File: src/rtl/cpu_bus_pkg.sv
// Shared bus code space for the source encoder and destination decoder.
// Holds code widths, named register codes and the decoder state type.
package cpu_bus_pkg;

    localparam int CODE_W   = 5;
    localparam int NUM_DEST = 24;
    localparam int PULSE_W  = 4;

    localparam logic [CODE_W-1:0] CODE_NONE   = 5'd0;
    localparam logic [CODE_W-1:0] CODE_R0     = 5'd1;
    localparam logic [CODE_W-1:0] CODE_R1     = 5'd2;
    localparam logic [CODE_W-1:0] CODE_R2     = 5'd3;
    localparam logic [CODE_W-1:0] CODE_R3     = 5'd4;
    localparam logic [CODE_W-1:0] CODE_R4     = 5'd5;
    localparam logic [CODE_W-1:0] CODE_R5     = 5'd6;
    localparam logic [CODE_W-1:0] CODE_R6     = 5'd7;
    localparam logic [CODE_W-1:0] CODE_R7     = 5'd8;
    localparam logic [CODE_W-1:0] CODE_R8     = 5'd9;
    localparam logic [CODE_W-1:0] CODE_R9     = 5'd10;
    localparam logic [CODE_W-1:0] CODE_R10    = 5'd11;
    localparam logic [CODE_W-1:0] CODE_R11    = 5'd12;
    localparam logic [CODE_W-1:0] CODE_R12    = 5'd13;
    localparam logic [CODE_W-1:0] CODE_R13    = 5'd14;
    localparam logic [CODE_W-1:0] CODE_R14    = 5'd15;
    localparam logic [CODE_W-1:0] CODE_R15    = 5'd16;
    localparam logic [CODE_W-1:0] CODE_HI     = 5'd17;
    localparam logic [CODE_W-1:0] CODE_LO     = 5'd18;
    localparam logic [CODE_W-1:0] CODE_ZHI    = 5'd19;
    localparam logic [CODE_W-1:0] CODE_ZLO    = 5'd20;
    localparam logic [CODE_W-1:0] CODE_PC     = 5'd21;
    localparam logic [CODE_W-1:0] CODE_MDR    = 5'd22;
    localparam logic [CODE_W-1:0] CODE_INPORT = 5'd23;
    localparam logic [CODE_W-1:0] CODE_C      = 5'd24;

    typedef enum logic {
        IDLE = 1'b0,
        LOAD = 1'b1
    } bus_state_t;

endpackage

File: src/rtl/bus_dest_decoder_onehot.sv
// Combinational destination code to one-hot load-enable decode,
// with flags for the "no destination" code and for in-range codes.
module dest_code_onehot #(
    parameter int CODE_W   = cpu_bus_pkg::CODE_W,
    parameter int NUM_DEST = cpu_bus_pkg::NUM_DEST
) (
    input  logic [CODE_W-1:0]   code,
    output logic [NUM_DEST-1:0] onehot,
    output logic                isLegal,
    output logic                isNone
);
    import cpu_bus_pkg::*;

    always_comb begin
        onehot = '0;
        for (int unsigned i = 0; i < NUM_DEST; i++) begin
            onehot[i] = (int'(code) == int'(i) + 1);
        end
    end

    assign isNone  = (code == '0);
    assign isLegal = !isNone && (int'(code) <= NUM_DEST);

endmodule

File: src/rtl/bus_dest_decoder.sv
// Bus destination decoder: valid/ready code in, timed one-hot register load pulses out.
// Optional DEST_SKID_EN adds a one-entry pending buffer for back-to-back pulses.
module bus_dest_decoder #(
    parameter int CODE_W    = cpu_bus_pkg::CODE_W,
    parameter int NUM_DEST  = cpu_bus_pkg::NUM_DEST,
    parameter int PULSE_LEN = 1
) (
    input  logic                clock,
    input  logic                clear,
    input  logic [CODE_W-1:0]   destCode,
    input  logic                destValid,
    output logic                destReady,
    output logic [NUM_DEST-1:0] loadEnable,
    output logic                busy,
    output logic                illegalCode,
    input  logic                errClear
);
    import cpu_bus_pkg::*;

    localparam logic [PULSE_W-1:0] CNT_LOAD = PULSE_W'(PULSE_LEN - 1);

    bus_state_t          state;
    logic [PULSE_W-1:0]  cnt;
    logic [NUM_DEST-1:0] le_q;
    logic                ill_q;

    logic [CODE_W-1:0]   dec_code;
    logic [NUM_DEST-1:0] dec_onehot;
    logic                dec_legal;
    logic                dec_none;
    logic                accept;
    logic                last_cycle;
    logic                take;

    assign accept     = destValid && destReady;
    assign last_cycle = (state == LOAD) && (cnt == '0);

    dest_code_onehot #(
        .CODE_W   (CODE_W),
        .NUM_DEST (NUM_DEST)
    ) u_decode (
        .code    (dec_code),
        .onehot  (dec_onehot),
        .isLegal (dec_legal),
        .isNone  (dec_none)
    );

`ifdef DEST_SKID_EN
    logic              pend_valid;
    logic [CODE_W-1:0] pend_code;

    assign destReady = !pend_valid;
    assign dec_code  = pend_valid ? pend_code : destCode;
    // The last LOAD cycle consumes the buffered code, or a same-cycle accept straight through.
    assign take      = (state == IDLE) ? accept : (last_cycle && (pend_valid || accept));

    always_ff @(posedge clock or negedge clear) begin
        if (!clear) begin
            pend_valid <= 1'b0;
            pend_code  <= '0;
        end else if ((state == LOAD) && !last_cycle && accept) begin
            pend_valid <= 1'b1;
            pend_code  <= destCode;
        end else if (last_cycle) begin
            pend_valid <= 1'b0;
        end
    end
`else
    assign destReady = (state == IDLE);
    assign dec_code  = destCode;
    assign take      = accept;
`endif

    always_ff @(posedge clock or negedge clear) begin
        if (!clear) begin
            state <= IDLE;
            cnt   <= '0;
            le_q  <= '0;
            ill_q <= 1'b0;
        end else begin
            if (errClear) begin
                ill_q <= 1'b0;
            end
            if (take && !dec_legal && !dec_none) begin
                ill_q <= 1'b1;
            end

            if (take && dec_legal) begin
                state <= LOAD;
                le_q  <= dec_onehot;
                cnt   <= CNT_LOAD;
            end else if (last_cycle) begin
                state <= IDLE;
                le_q  <= '0;
                cnt   <= '0;
            end else if (state == LOAD) begin
                cnt <= cnt - 1'b1;
            end
        end
    end

    assign loadEnable  = le_q;
    assign busy        = (state == LOAD);
    assign illegalCode = ill_q;

endmodule

File: config.mk
export PLATFORM = sky130hd
export DESIGN_NAME = bus_dest_decoder
export DESIGN_NICKNAME = d
export VERILOG_FILES = /design/src/rtl/cpu_bus_pkg.sv /design/src/rtl/bus_dest_decoder_onehot.sv /design/src/rtl/bus_dest_decoder.sv
export SDC_FILE = /design/constraint.sdc
export NUM_CORES = 1
export LEC_CHECK = 0
export BUFFER_PORTS_ARGS = -buffer_cell sky130_fd_sc_hd__buf_2
export CAP_MARGIN = 20
export CELL_PAD_IN_SITES_DETAIL_PLACEMENT = 1
export CELL_PAD_IN_SITES_GLOBAL_PLACEMENT = 1
export CORE_UTILIZATION = 41
export CTS_CLUSTER_DIAMETER = 30
export CTS_CLUSTER_SIZE = 30
export DETAILED_ROUTE_END_ITERATION = 12
export PLACE_DENSITY_LB_ADDON = 0.1
export SYNTH_ARGS = -nofsm -noshare
export SYNTH_HDL_FRONTEND = slang
export SYNTH_SLANG_ARGS = --single-unit
File: constraint.sdc
create_clock -name clock -period 4.45 [get_ports clock]
set_input_delay 0.89 -clock clock [delete_from_list [all_inputs] [get_ports clock]]
set_output_delay 0.89 -clock clock [all_outputs]
set_load 0.1 [all_outputs]
==> results.json <==
{
  "clk_path_buf_depth": 2,
  "syn-num-nets": 139,
  "power_w": 0.00102,
  "fin_tns_setup_ns": 0,
  "cap_violations": 0,
  "globalplace.congestion": 0.813,
  "synthTopCellsByArea": "dfrtp_1 57%, o22ai_1 12%, nand2_1 9.6%",
  "regArea_um2": 751,
  "drt_iter0_markers": 32,
  "start_kind": "flop",
  "via_per_inst": 5.32,
  "syn_area_um2": 1330,
  "synth-seq-cells": 30,
  "multiInputGateArea_um2": 519,
  "synth_top_area_share_pct": 56.6,
  "gr-usage-met1_pct": 27.4,
  "fin_crit_sh_pct": 50.4,
  "ir_drop_mv": 0.266,
  "cp_slowest_cell": "dfrtp_1",
  "seq_power_share_pct": 34.9,
  "end_kind": "output pin",
  "hold_path_end": "illegalCode$_DFFE_PN0P_",
  "cp_slowest_stage_delay_ns": 0.49,
  "clock_skew_ns": 0.00632,
  "grt_pass1_wl_um": 5340,
  "drive_gt1_share_pct": 28.1,
  "rsz0062_at_grt": "false",
  "core-area_um2": 3050,
  "timing.rr.end": "loadEnable[23]$_DFFE_PN0P_",
  "tightest_slew_ns": 0.698,
  "synth_compound_area_share_pct": 18.4,
  "p_sw_w": 0.000522,
  "power.density_nw_per_um2": 642,
  "rrSetupSlack_ns": 2.76,
  "drt_first_pass_iters": 4,
  "synth_edf_count": 0,
  "switching_share_pct": 51.2,
  "setup_viol": 0,
  "slew_viol_final": 0,
  "relSlewSlack_pct": 52.9,
  "yosysTopAreaCell": "dfrtp_1",
  "synth_xor_xnor_area_share_pct": 0,
  "hold_depth": 2,
  "yosysMostFrequentCell": "nand2_1",
  "wl_per_cell_um": 15.7,
  "antenna_found_initial": 0,
  "hold_viol": 0,
  "htree_num_levels": 2,
  "grt_overflow_total": 0,
  "min-delay-start": "illegalCode$_DFFE_PN0P_",
  "synth_fa_ha_area_share_pct": 0.943,
  "synth_cell_types": 30,
  "vias": 1123,
  "drt-total-wl_um": 3320,
  "grt_max_degree": 31,
  "cts_num_sinks": 30,
  "fillCellCount": 376,
  "ys_seq_area_share_pct": 56.6,
  "synthCells": 129,
  "synth_top_family_by_area": "simple AND/OR/NAND/NOR gates",
  "insertedDiodeCount": 0,
  "die-area_um2": 3470,
  "power_frac_comb_pct": 48.6,
  "crit_chain": "inv_1 > buf_2",
  "arrival_ns": 1.35,
  "grt_pass1_vias": 1091,
  "grtUsageTotal_pct": 21.1,
  "numCtsBuffers": 5,
  "synth_warnings": 0,
  "yosys_most_used_dff": "dfrtp_1",
  "post_cts_resized": 0,
  "busiest_layer": "met2",
  "ant_nets": 0,
  "synth-async-reset-ratio_pct": 100,
  "clk_pin_slew_ns": 0.09,
  "drc": 0,
  "intPower_w": 0.000499,
  "num_rows": 20,
  "fin_crit_ns": 2.24,
  "r2r_start": "cnt[0]$_DFFE_PN0P_",
  "cts_tree": "yes",
  "synth-simple-area-share_pct": 19.0,
  "dp_hpwl_um": 2260,
  "cts-root-buf": "clkbuf_4",
  "ioPinCount": 36,
  "synth_area_per_cell_um2": 10.3,
  "synth.area.mux_share_pct": 0.754,
  "postCtsSetupBuffers": 0,
  "start_util_pct": 43.5,
  "synth_common_cells": "34 x nand2_1, 30 x dfrtp_1, 25 x o22ai_1",
  "p_leak_nw": 0.787,
  "grt_use_met2_pct": 33.6,
  "clk_latency_ns": 0.33,
  "worstPathRequired_ns": 3.56,
  "die_h_um": 58.9,
  "nets": 176,
  "portBuffers": 35,
  "hold_path_class": "flop to flop",
  "clockPowerShare_pct": 16.5,
  "grt_use_met3_pct": 6.59,
  "fmax_mhz": 446,
  "critical_path_peak_fanout": 10,
  "criticalPathCategory": "flop to output pin",
  "fp.dieW_um": 58.9,
  "reg2reg_depth": 6,
  "syn_to_final_growth_pct": 19.8,
  "status": "completed",
  "holdBufCountCts": 0
}
worst max-delay path by stage:
| stage | from | endpoint | slack, ns | cells past startpoint |
|---|---|---|---|---|
| after floorplan | busy$_DFFE_PN0P_ | destReady | 1.92 | 2 |
| after global placement | destCode[2] | loadEnable[15]$_DFFE_PN0P_ | 2.11 | 4 |
| after detailed placement | destCode[2] | loadEnable[15]$_DFFE_PN0P_ | 2.04 | 4 |
| after CTS | cnt[0]$_DFFE_PN0P_ | loadEnable[23]$_DFFE_PN0P_ | 2.15 | 5 |
| after global routing | busy$_DFFE_PN0P_ | destReady | 2.14 | 2 |
| final | busy$_DFFE_PN0P_ | destReady | 2.21 | 2 |
cell type report:
type,count,share of cell area [%]
clock buffers,7,3.46
clock inverters,1,0.315
inverters,4,0.944
multi-input cells,89,32.7
flip-flops and latches,30,47.2
well taps,44,3.46
repair buffers,36,12.0
metal layers:
layer	routed length (um)	vias up
met3	130	5
met4	46	0
met2	1570	25
met5	0	-
met1	1570	557
li1	-	536
worst max-delay path, delay by kind of cell (launching register included):
| family | cells | cell delay [ns] |
|---|---|---|
| flip-flops | 1 | 0.49 |
| buffers and inverters | 2 | 0.53 |
registers in the layout, summed over array words and instances, names as in the netlist:
register	cells
busy	1
cnt	4
illegalCode	1
loadEnable	24
cells by family after synthesis:
group / after synthesis
buffers and inverters: 10
multiplexers: 1
flip-flops: 30
adder cells (fa/ha/maj): 1
AND/OR/NAND/NOR: 53
AO/OA/AOI/OAI: 34
placed cells by master, fill, tap and decap left out, types with 4 or more instances in the layout:
cell	n
dfrtp_1	30
clkbuf_4	5
o22ai_1	25
inv_1	4
nand2_1	34
nor2_1	4
buf_2	35
nand2b_1	4
power groups by stage:
stage | sequential (W) | clock, W | combinational, W
finish | 0.000356 | 0.000169 | 0.000497
global route | 0.000362 | 0.000186 | 0.000522
CTS | 0.000356 | 0.000174 | 0.000482
detailed placement | 0.000361 | 0 | 0.000480
global placement | 0.000357 | 0 | 0.000471
floorplan | 0.000552 | 0 | 0.000212
through the flow:
| stage | hold slack [ns] | instances | cell area (um^2) | utilization (%) | setup WS [ns] |
|---|---|---|---|---|---|
| detailed placement | 0.517 | 202 | 1520 | 49.6 | 2.04 |
| finish | 0.531 | 211 | 1590 | 52.1 | 2.21 |
| global route | 0.555 | 211 | 1590 | 52.1 | 2.14 |
| global placement | 0.507 | 202 | 1520 | 49.6 | 2.11 |
| floorplan | 0.486 | 129 | 1330 | - | 1.92 |
| CTS | 0.530 | 210 | 1580 | 51.6 | 2.15 |
Power figures use the tool's default switching activity.
